<file path="src/rtl/mem_stage_pkg.sv">
// Shared definitions for the MEM pipeline stage: FSM encoding, default sizes
// and the MEM/WB register layout.
package mem_stage_pkg;

   typedef enum logic {
      IDLE = 1'b0,
      WAIT = 1'b1
   } state_t;

   localparam int DEFAULT_DEPTH    = 64;
   localparam int DEFAULT_LOAD_LAT = 2;
   localparam int DATA_W           = 32;
   localparam int REG_W            = 5;

   typedef struct packed {
      logic              valid;
      logic              reg_write;
      logic              mem_to_reg;
      logic              misaligned;
      logic [DATA_W-1:0] read_data;
      logic [DATA_W-1:0] alu_result;
      logic [REG_W-1:0]  rd;
   } wb_t;

   // A memory access whose byte address is not word aligned.
   function automatic logic is_misaligned(input logic [1:0] lsb, input logic rd, input logic wr);
      return (lsb != 2'b00) && (rd || wr);
   endfunction

endpackage

</file>
<file path="src/rtl/mem_stage_if.sv">
// EX->MEM inputs and MEM->WB / fetch-side outputs of the MEM stage.
interface mem_stage_if;
   import mem_stage_pkg::*;

   logic              in_valid;
   logic [DATA_W-1:0] address;
   logic [DATA_W-1:0] write_data;
   logic [DATA_W-1:0] pcout;
   logic              zero;
   logic              branch;
   logic              mem_read;
   logic              mem_write;
   logic              reg_write;
   logic              mem_to_reg;
   logic [REG_W-1:0]  rd;

   logic              stall;
   logic              pc_src;
   logic [DATA_W-1:0] branch_target;
   logic              wb_valid;
   logic              wb_reg_write;
   logic              wb_mem_to_reg;
   logic              wb_misaligned;
   logic [DATA_W-1:0] wb_read_data;
   logic [DATA_W-1:0] wb_alu_result;
   logic [REG_W-1:0]  wb_rd;

   modport master (
      output in_valid, address, write_data, pcout, zero, branch,
             mem_read, mem_write, reg_write, mem_to_reg, rd,
      input  stall, pc_src, branch_target, wb_valid, wb_reg_write,
             wb_mem_to_reg, wb_misaligned, wb_read_data, wb_alu_result, wb_rd
   );

   modport slave (
      input  in_valid, address, write_data, pcout, zero, branch,
             mem_read, mem_write, reg_write, mem_to_reg, rd,
      output stall, pc_src, branch_target, wb_valid, wb_reg_write,
             wb_mem_to_reg, wb_misaligned, wb_read_data, wb_alu_result, wb_rd
   );

endinterface

</file>
<file path="src/rtl/mem_stage_dmem.sv">
// Data memory: DEPTH x 32 words, synchronous write, combinational read.
module mem_stage_dmem
   import mem_stage_pkg::*;
#(
   parameter int DEPTH = DEFAULT_DEPTH,
   parameter int AW    = $clog2(DEPTH)
) (
   input  logic              clk,
   input  logic              we,
   input  logic [AW-1:0]     waddr,
   input  logic [DATA_W-1:0] wdata,
   input  logic [AW-1:0]     raddr,
   output logic [DATA_W-1:0] rdata
);

   logic [DATA_W-1:0] mem [DEPTH];

   // No reset: contents survive a pipeline reset.
   always_ff @(posedge clk) begin
      if (we) begin
         mem[waddr] <= wdata;
      end
   end

   assign rdata = mem[raddr];

endmodule

</file>
<file path="src/rtl/mem_stage.sv">
// MEM pipeline stage: data-memory access with a multi-cycle load FSM that
// stalls upstream, branch resolution, and the MEM/WB pipeline register.
module mem_stage
   import mem_stage_pkg::*;
#(
   parameter int DEPTH    = DEFAULT_DEPTH,
   parameter int LOAD_LAT = DEFAULT_LOAD_LAT
) (
   input logic        clk,
   input logic        reset,
   mem_stage_if.slave bus
);

   localparam int AW    = $clog2(DEPTH);
   localparam int CNT_W = $clog2(LOAD_LAT + 1);

   state_t            state_reg;
   logic [CNT_W-1:0]  cnt_reg;
   wb_t               wb_reg;
   wb_t               pend_reg;
   logic [AW-1:0]     pend_idx_reg;

   logic              accept;
   logic              misaligned;
   logic              store_en;
   logic [AW-1:0]     idx;
   logic [DATA_W-1:0] rdata;
   wb_t               capture;
   wb_t               load_result;

   assign accept     = bus.in_valid && (state_reg == IDLE);
   assign misaligned = is_misaligned(bus.address[1:0], bus.mem_read, bus.mem_write);
   // A simultaneous read+write is a load, so the write side is dropped.
   assign store_en   = accept && bus.mem_write && !bus.mem_read && !misaligned;
   assign idx        = bus.address[AW+1:2];

   mem_stage_dmem #(.DEPTH(DEPTH), .AW(AW)) dmem (
      .clk   (clk),
      .we    (store_en),
      .waddr (idx),
      .wdata (bus.write_data),
      .raddr (pend_idx_reg),
      .rdata (rdata)
   );

   always_comb begin
      capture            = '0;
      capture.valid      = 1'b1;
      capture.reg_write  = bus.reg_write;
      capture.mem_to_reg = bus.mem_to_reg;
      capture.misaligned = misaligned;
      capture.alu_result = bus.address;
      capture.rd         = bus.rd;
      load_result           = pend_reg;
      load_result.read_data = pend_reg.misaligned ? '0 : rdata;
   end

   always_ff @(posedge clk) begin
      if (!reset) begin
         state_reg    <= IDLE;
         cnt_reg      <= '0;
         wb_reg       <= '0;
         pend_reg     <= '0;
         pend_idx_reg <= '0;
      end else begin
         case (state_reg)
            IDLE: begin
               if (accept && bus.mem_read) begin
                  state_reg    <= WAIT;
                  cnt_reg      <= CNT_W'(LOAD_LAT - 1);
                  pend_reg     <= capture;
                  pend_idx_reg <= idx;
                  wb_reg.valid <= 1'b0;
               end else if (accept) begin
                  wb_reg <= capture;
               end else begin
                  wb_reg.valid <= 1'b0;
               end
            end
            WAIT: begin
               // The cycle whose decrement reaches zero also retires the load.
               if (cnt_reg <= CNT_W'(1)) begin
                  state_reg <= IDLE;
                  cnt_reg   <= '0;
                  wb_reg    <= load_result;
               end else begin
                  cnt_reg      <= cnt_reg - CNT_W'(1);
                  wb_reg.valid <= 1'b0;
               end
            end
            default: state_reg <= IDLE;
         endcase
      end
   end

   assign bus.stall         = (state_reg == WAIT);
   assign bus.pc_src        = bus.in_valid && bus.branch && bus.zero && (state_reg == IDLE);
   assign bus.branch_target = bus.pcout;
   assign bus.wb_valid      = wb_reg.valid;
   assign bus.wb_reg_write  = wb_reg.reg_write;
   assign bus.wb_mem_to_reg = wb_reg.mem_to_reg;
   assign bus.wb_misaligned = wb_reg.misaligned;
   assign bus.wb_read_data  = wb_reg.read_data;
   assign bus.wb_alu_result = wb_reg.alu_result;
   assign bus.wb_rd         = wb_reg.rd;

endmodule

</file>
<file path="src/flat_wrapper.sv">
// flat-port wrapper written by rule: the top's interface ports become plain ports
module mem_stage_flat import mem_stage_pkg::*;
#(
   parameter int DEPTH    = DEFAULT_DEPTH,
   parameter int LOAD_LAT = DEFAULT_LOAD_LAT
)
  (clk, reset, bus_in_valid, bus_address, bus_write_data, bus_pcout, bus_zero, bus_branch, bus_mem_read, bus_mem_write, bus_reg_write, bus_mem_to_reg, bus_rd, bus_stall, bus_pc_src, bus_branch_target, bus_wb_valid, bus_wb_reg_write, bus_wb_mem_to_reg, bus_wb_misaligned, bus_wb_read_data, bus_wb_alu_result, bus_wb_rd);
  mem_stage_if bus_i ();
  input logic clk;
  input logic reset;
  input wire logic [$bits(bus_i.in_valid)-1:0] bus_in_valid;
  input wire logic [$bits(bus_i.address)-1:0] bus_address;
  input wire logic [$bits(bus_i.write_data)-1:0] bus_write_data;
  input wire logic [$bits(bus_i.pcout)-1:0] bus_pcout;
  input wire logic [$bits(bus_i.zero)-1:0] bus_zero;
  input wire logic [$bits(bus_i.branch)-1:0] bus_branch;
  input wire logic [$bits(bus_i.mem_read)-1:0] bus_mem_read;
  input wire logic [$bits(bus_i.mem_write)-1:0] bus_mem_write;
  input wire logic [$bits(bus_i.reg_write)-1:0] bus_reg_write;
  input wire logic [$bits(bus_i.mem_to_reg)-1:0] bus_mem_to_reg;
  input wire logic [$bits(bus_i.rd)-1:0] bus_rd;
  output wire logic [$bits(bus_i.stall)-1:0] bus_stall;
  output wire logic [$bits(bus_i.pc_src)-1:0] bus_pc_src;
  output wire logic [$bits(bus_i.branch_target)-1:0] bus_branch_target;
  output wire logic [$bits(bus_i.wb_valid)-1:0] bus_wb_valid;
  output wire logic [$bits(bus_i.wb_reg_write)-1:0] bus_wb_reg_write;
  output wire logic [$bits(bus_i.wb_mem_to_reg)-1:0] bus_wb_mem_to_reg;
  output wire logic [$bits(bus_i.wb_misaligned)-1:0] bus_wb_misaligned;
  output wire logic [$bits(bus_i.wb_read_data)-1:0] bus_wb_read_data;
  output wire logic [$bits(bus_i.wb_alu_result)-1:0] bus_wb_alu_result;
  output wire logic [$bits(bus_i.wb_rd)-1:0] bus_wb_rd;
  assign bus_i.in_valid = bus_in_valid;
  assign bus_i.address = bus_address;
  assign bus_i.write_data = bus_write_data;
  assign bus_i.pcout = bus_pcout;
  assign bus_i.zero = bus_zero;
  assign bus_i.branch = bus_branch;
  assign bus_i.mem_read = bus_mem_read;
  assign bus_i.mem_write = bus_mem_write;
  assign bus_i.reg_write = bus_reg_write;
  assign bus_i.mem_to_reg = bus_mem_to_reg;
  assign bus_i.rd = bus_rd;
  assign bus_stall = bus_i.stall;
  assign bus_pc_src = bus_i.pc_src;
  assign bus_branch_target = bus_i.branch_target;
  assign bus_wb_valid = bus_i.wb_valid;
  assign bus_wb_reg_write = bus_i.wb_reg_write;
  assign bus_wb_mem_to_reg = bus_i.wb_mem_to_reg;
  assign bus_wb_misaligned = bus_i.wb_misaligned;
  assign bus_wb_read_data = bus_i.wb_read_data;
  assign bus_wb_alu_result = bus_i.wb_alu_result;
  assign bus_wb_rd = bus_i.wb_rd;
  mem_stage #(.DEPTH(DEPTH), .LOAD_LAT(LOAD_LAT)) u_core (.clk(clk), .reset(reset), .bus(bus_i));
endmodule
</file>
<file path="config.mk">
export PLATFORM = sky130hd
export DESIGN_NAME = mem_stage_flat
export DESIGN_NICKNAME = d
export VERILOG_FILES = /design/src/rtl/mem_stage_pkg.sv /design/src/rtl/mem_stage_if.sv /design/src/rtl/mem_stage_dmem.sv /design/src/rtl/mem_stage.sv /design/src/flat_wrapper.sv
export SDC_FILE = /design/constraint.sdc
export NUM_CORES = 2
export LEC_CHECK = 0
export ABC_CLOCK_PERIOD_IN_PS = 6200
export BUFFER_PORTS_ARGS = -buffer_cell sky130_fd_sc_hd__clkbuf_2
export CORE_AREA = 4 4 480 482
export CTS_CLUSTER_DIAMETER = 200
export CTS_CLUSTER_SIZE = 10
export DETAILED_ROUTE_END_ITERATION = 8
export DIE_AREA = 0 0 484 486
export HOLD_SLACK_MARGIN = 0.02
export PLACE_DENSITY = 0.57
export RECOVER_POWER = 50
export SLEW_MARGIN = 20
export SYNTH_ARGS = -nofsm -noshare
export SYNTH_HDL_FRONTEND = slang
export SYNTH_SLANG_ARGS = --single-unit
</file>
<file path="constraint.sdc">
create_clock -name clk -period 6.2 [get_ports clk]
set_input_delay 0.93 -clock clk [delete_from_list [all_inputs] [get_ports clk]]
set_output_delay 0.93 -clock clk [all_outputs]
set_load 0.01 [all_outputs]
</file>
==> results.sh <==
export IMPL_firstDrtPassIters=5
export IMPL_drv_cap=34
export IMPL_worstMarginPinSlew_ps=4339
export IMPL_synth_cell_type_count=69
export IMPL_route_vias_total=42490
export IMPL_hold_viol=0
export IMPL_gr_total_overflow=0
export IMPL_run_status="finished, violations left"
export IMPL_rsz0062_at_grt="false"
export IMPL_die_height_um=486
export IMPL_clk_pin_slew_ps=60
export IMPL_grt_max_degree=118
export IMPL_required_ps=6830
export IMPL_violations="max-capacitance violations, max-slew violations"
export IMPL_setup_violations=0
export IMPL_via_per_inst=5.714
export IMPL_drive_gt1_frac=0.2520
export IMPL_final_nets=4390
export IMPL_io_pins=217
export IMPL_finalClockSkew_ps=81.26
export IMPL_final_cells=7436
export IMPL_die_w_um=484
export IMPL_worst_slack_ps=2175
export IMPL_dieArea_um2=235200
export IMPL_cts_sinks=2171
export IMPL_cts_hold_buf=0
export IMPL_grt_usage=0.2022
export IMPL_worstPathArrival_ps=4650
export IMPL_worst_hold_slack_ps=301.6
export IMPL_start_kind="register"
export IMPL_cts_made_buffers=235
export IMPL_wl_per_cell_um=32.53
export IMPL_syn2layout_area_growth_pct=13.91
export IMPL_synth_async_reset_ratio=0
export IMPL_yosysMostFrequentCell="edfxtp_1"
export IMPL_htree_levels=4
export IMPL_yosysTopAreaCell="edfxtp_1"
export IMPL_maxSlewViolCount=2167
export IMPL_syn_area_per_cell_um2=20.95
export IMPL_core_um2=226400
export IMPL_synth_warning_count=0
export IMPL_seq_area_frac_synth=0.7664
export IMPL_max_slew_margin=-1.893
export IMPL_yosysTopAreaCellShare=0.7369
export IMPL_fmax_mhz=248.5
export IMPL_cts_resized=0
export IMPL_wl_um=241900
export IMPL_postRouteAntennaNets=0
export IMPL_finalSetupTns_ps=0
export IMPL_cts_root_buf="clkbuf_16"
export IMPL_n_fill_cell=19825
export IMPL_postCtsSetupBuffers=0
export IMPL_dp_slack_ps=1943
export IMPL_largest_register_ffs=2048
export IMPL_grt_pass1_vias=41555
export IMPL_dp_cells=7052
export IMPL_route_detailed_drc=0
export IMPL_clockBufferDepth=3
export IMPL_num_rows=175
export IMPL_grt_first_pass_wirelength_um=335900
export IMPL_clk_latency_ps=880
export IMPL_synthFlopType="edfxtp_1"
export IMPL_io_buffers=152
export IMPL_synth_seq_cells=2171
export IMPL_gp_routability_congestion=0.8665
export IMPL_period_share=0.6491
export IMPL_yosys_top_cells_area="edfxtp_1 (74%), mux4_2 (13%), dfxtp_1 (3.0%), mux2i_1 (2.4%), nand2_1 (0.80%)"
export IMPL_antenna_found_initial=19
export IMPL_regMostFlops="u_core.dmem.mem"
export IMPL_cts_tree="yes"
export IMPL_synthCells=3984
export IMPL_critPathCaptureType="register"
export IMPL_crit_type="register to register"
export IMPL_min_period_ps=4025
export IMPL_syn_cell_area_um2=83460
export IMPL_irDropWorstVdd_mv=0.2813
export IMPL_dp_hpwl_um=148400
export IMPL_drtIter0Drc=5785
export IMPL_synth_nets=4094
export IMPL_critical_path_max_fanout=54
export IMPL_synth_edff_count=2048
export IMPL_leakagePower_nw=28.75
export IMPL_start_util=0.3686
export IMPL_synthTopCellsByCount="edfxtp_1 (2048), mux4_2 (487), mux2i_1 (198)"
export IMPL_powerDensity_nw_per_um2=317.2
export IMPL_hp_class="primary input to register"
-- power breakdown --
part	total (mW)	internal, mW	switching (mW)
clock network	12.5	7.01	5.50
logic	1.45	0.452	0.999
registers	16.2	16.1	0.0715
total	30.2	23.6	6.57
-- cells in the final DEF, fill, tap and decap left out, types with 11 or more instances in the layout --
cell	instances
a211oi_1	75
o22ai_1	34
clkbuf_1	203
nor2_1	101
nand3_1	23
nor2b_1	20
a221oi_1	14
dfxtp_1	118
o21ai_0	30
a22oi_1	21
mux4_2	487
clkbuf_16	237
clkbuf_2	88
buf_12	17
a22o_1	15
nor2_4	65
nand2b_1	13
mux2i_1	198
mux2_2	39
o211ai_1	17
nor3_1	22
nand2_1	178
buf_4	135
a32o_1	11
a21oi_1	59
edfxtp_1	2048
-- through the flow --
step / power, mW / util / area, um^2
2_1_floorplan: 17.15 / - / 83460
3_3_place_gp: 17.91 / 0.3912 / 88560
3_5_place_dp: 17.93 / 0.3912 / 88580
4_1_cts: 30.37 / 0.4207 / 95240
5_1_grt: 31.08 / 0.4199 / 95060
6_report: 30.16 / 0.4199 / 95070
-- kinds of logic (layout without fill, tap and decap cells) --
logic type | count (synthesis) | after routing | synth area share
flip-flops | 2171 | 2171 | 0.7664
AND/OR/NAND/NOR | 485 | 485 | 0.02622
multiplexers | 724 | 724 | 0.1604
buffers and inverters | 263 | 700 | 0.01800
other | 0 | 6 | 0
AO/OA/AOI/OAI | 341 | 341 | 0.02899
-- final cells by class --
cell class	instances	area (um^2)	area share
Sequential cell	2171	63980	0.6729
Multi-Input combinational cell	1550	18550	0.1951
Clock buffer	365	6411	0.06743
Tap cell	3009	3765	0.03960
Timing Repair Buffer	316	2081	0.02189
Clock inverter	13	254.0	0.002672
Inverter	6	25.02	0.0002632
Antenna cell	6	15.01	0.0001579
-- routing by layer --
layer | up-vias | GRT usage | share of wire
met4 | 0 | 0.05967 | 0.031
met3 | 361 | 0.03927 | 0.089
met1 | 22912 | 0.2917 | 0.42
met2 | 2097 | 0.3130 | 0.46
met5 | - | 0 | 0
li1 | 17120 | - | -
-- worst max-delay path: stages (launching register included) --
cell and delay [ps]:
dfxtp_1 300, buf_4 410, nor2b_1 290, and2_0 1930, nand2_1 130, a21oi_1 700
-- final timing paths --
path	from	to	slack [ps]	cells past startpoint
hold reg to reg	u_core.load_result[4]	u_core.load_result[4]	450	2
setup / recovery	u_core.bus.stall	register	2180	5
setup reg to reg	u_core.bus.stall	register	2180	5
hold / removal	bus_address[24]	u_core.load_result[29]	300	3
Note: power is estimated with default switching activity, not from simulation.
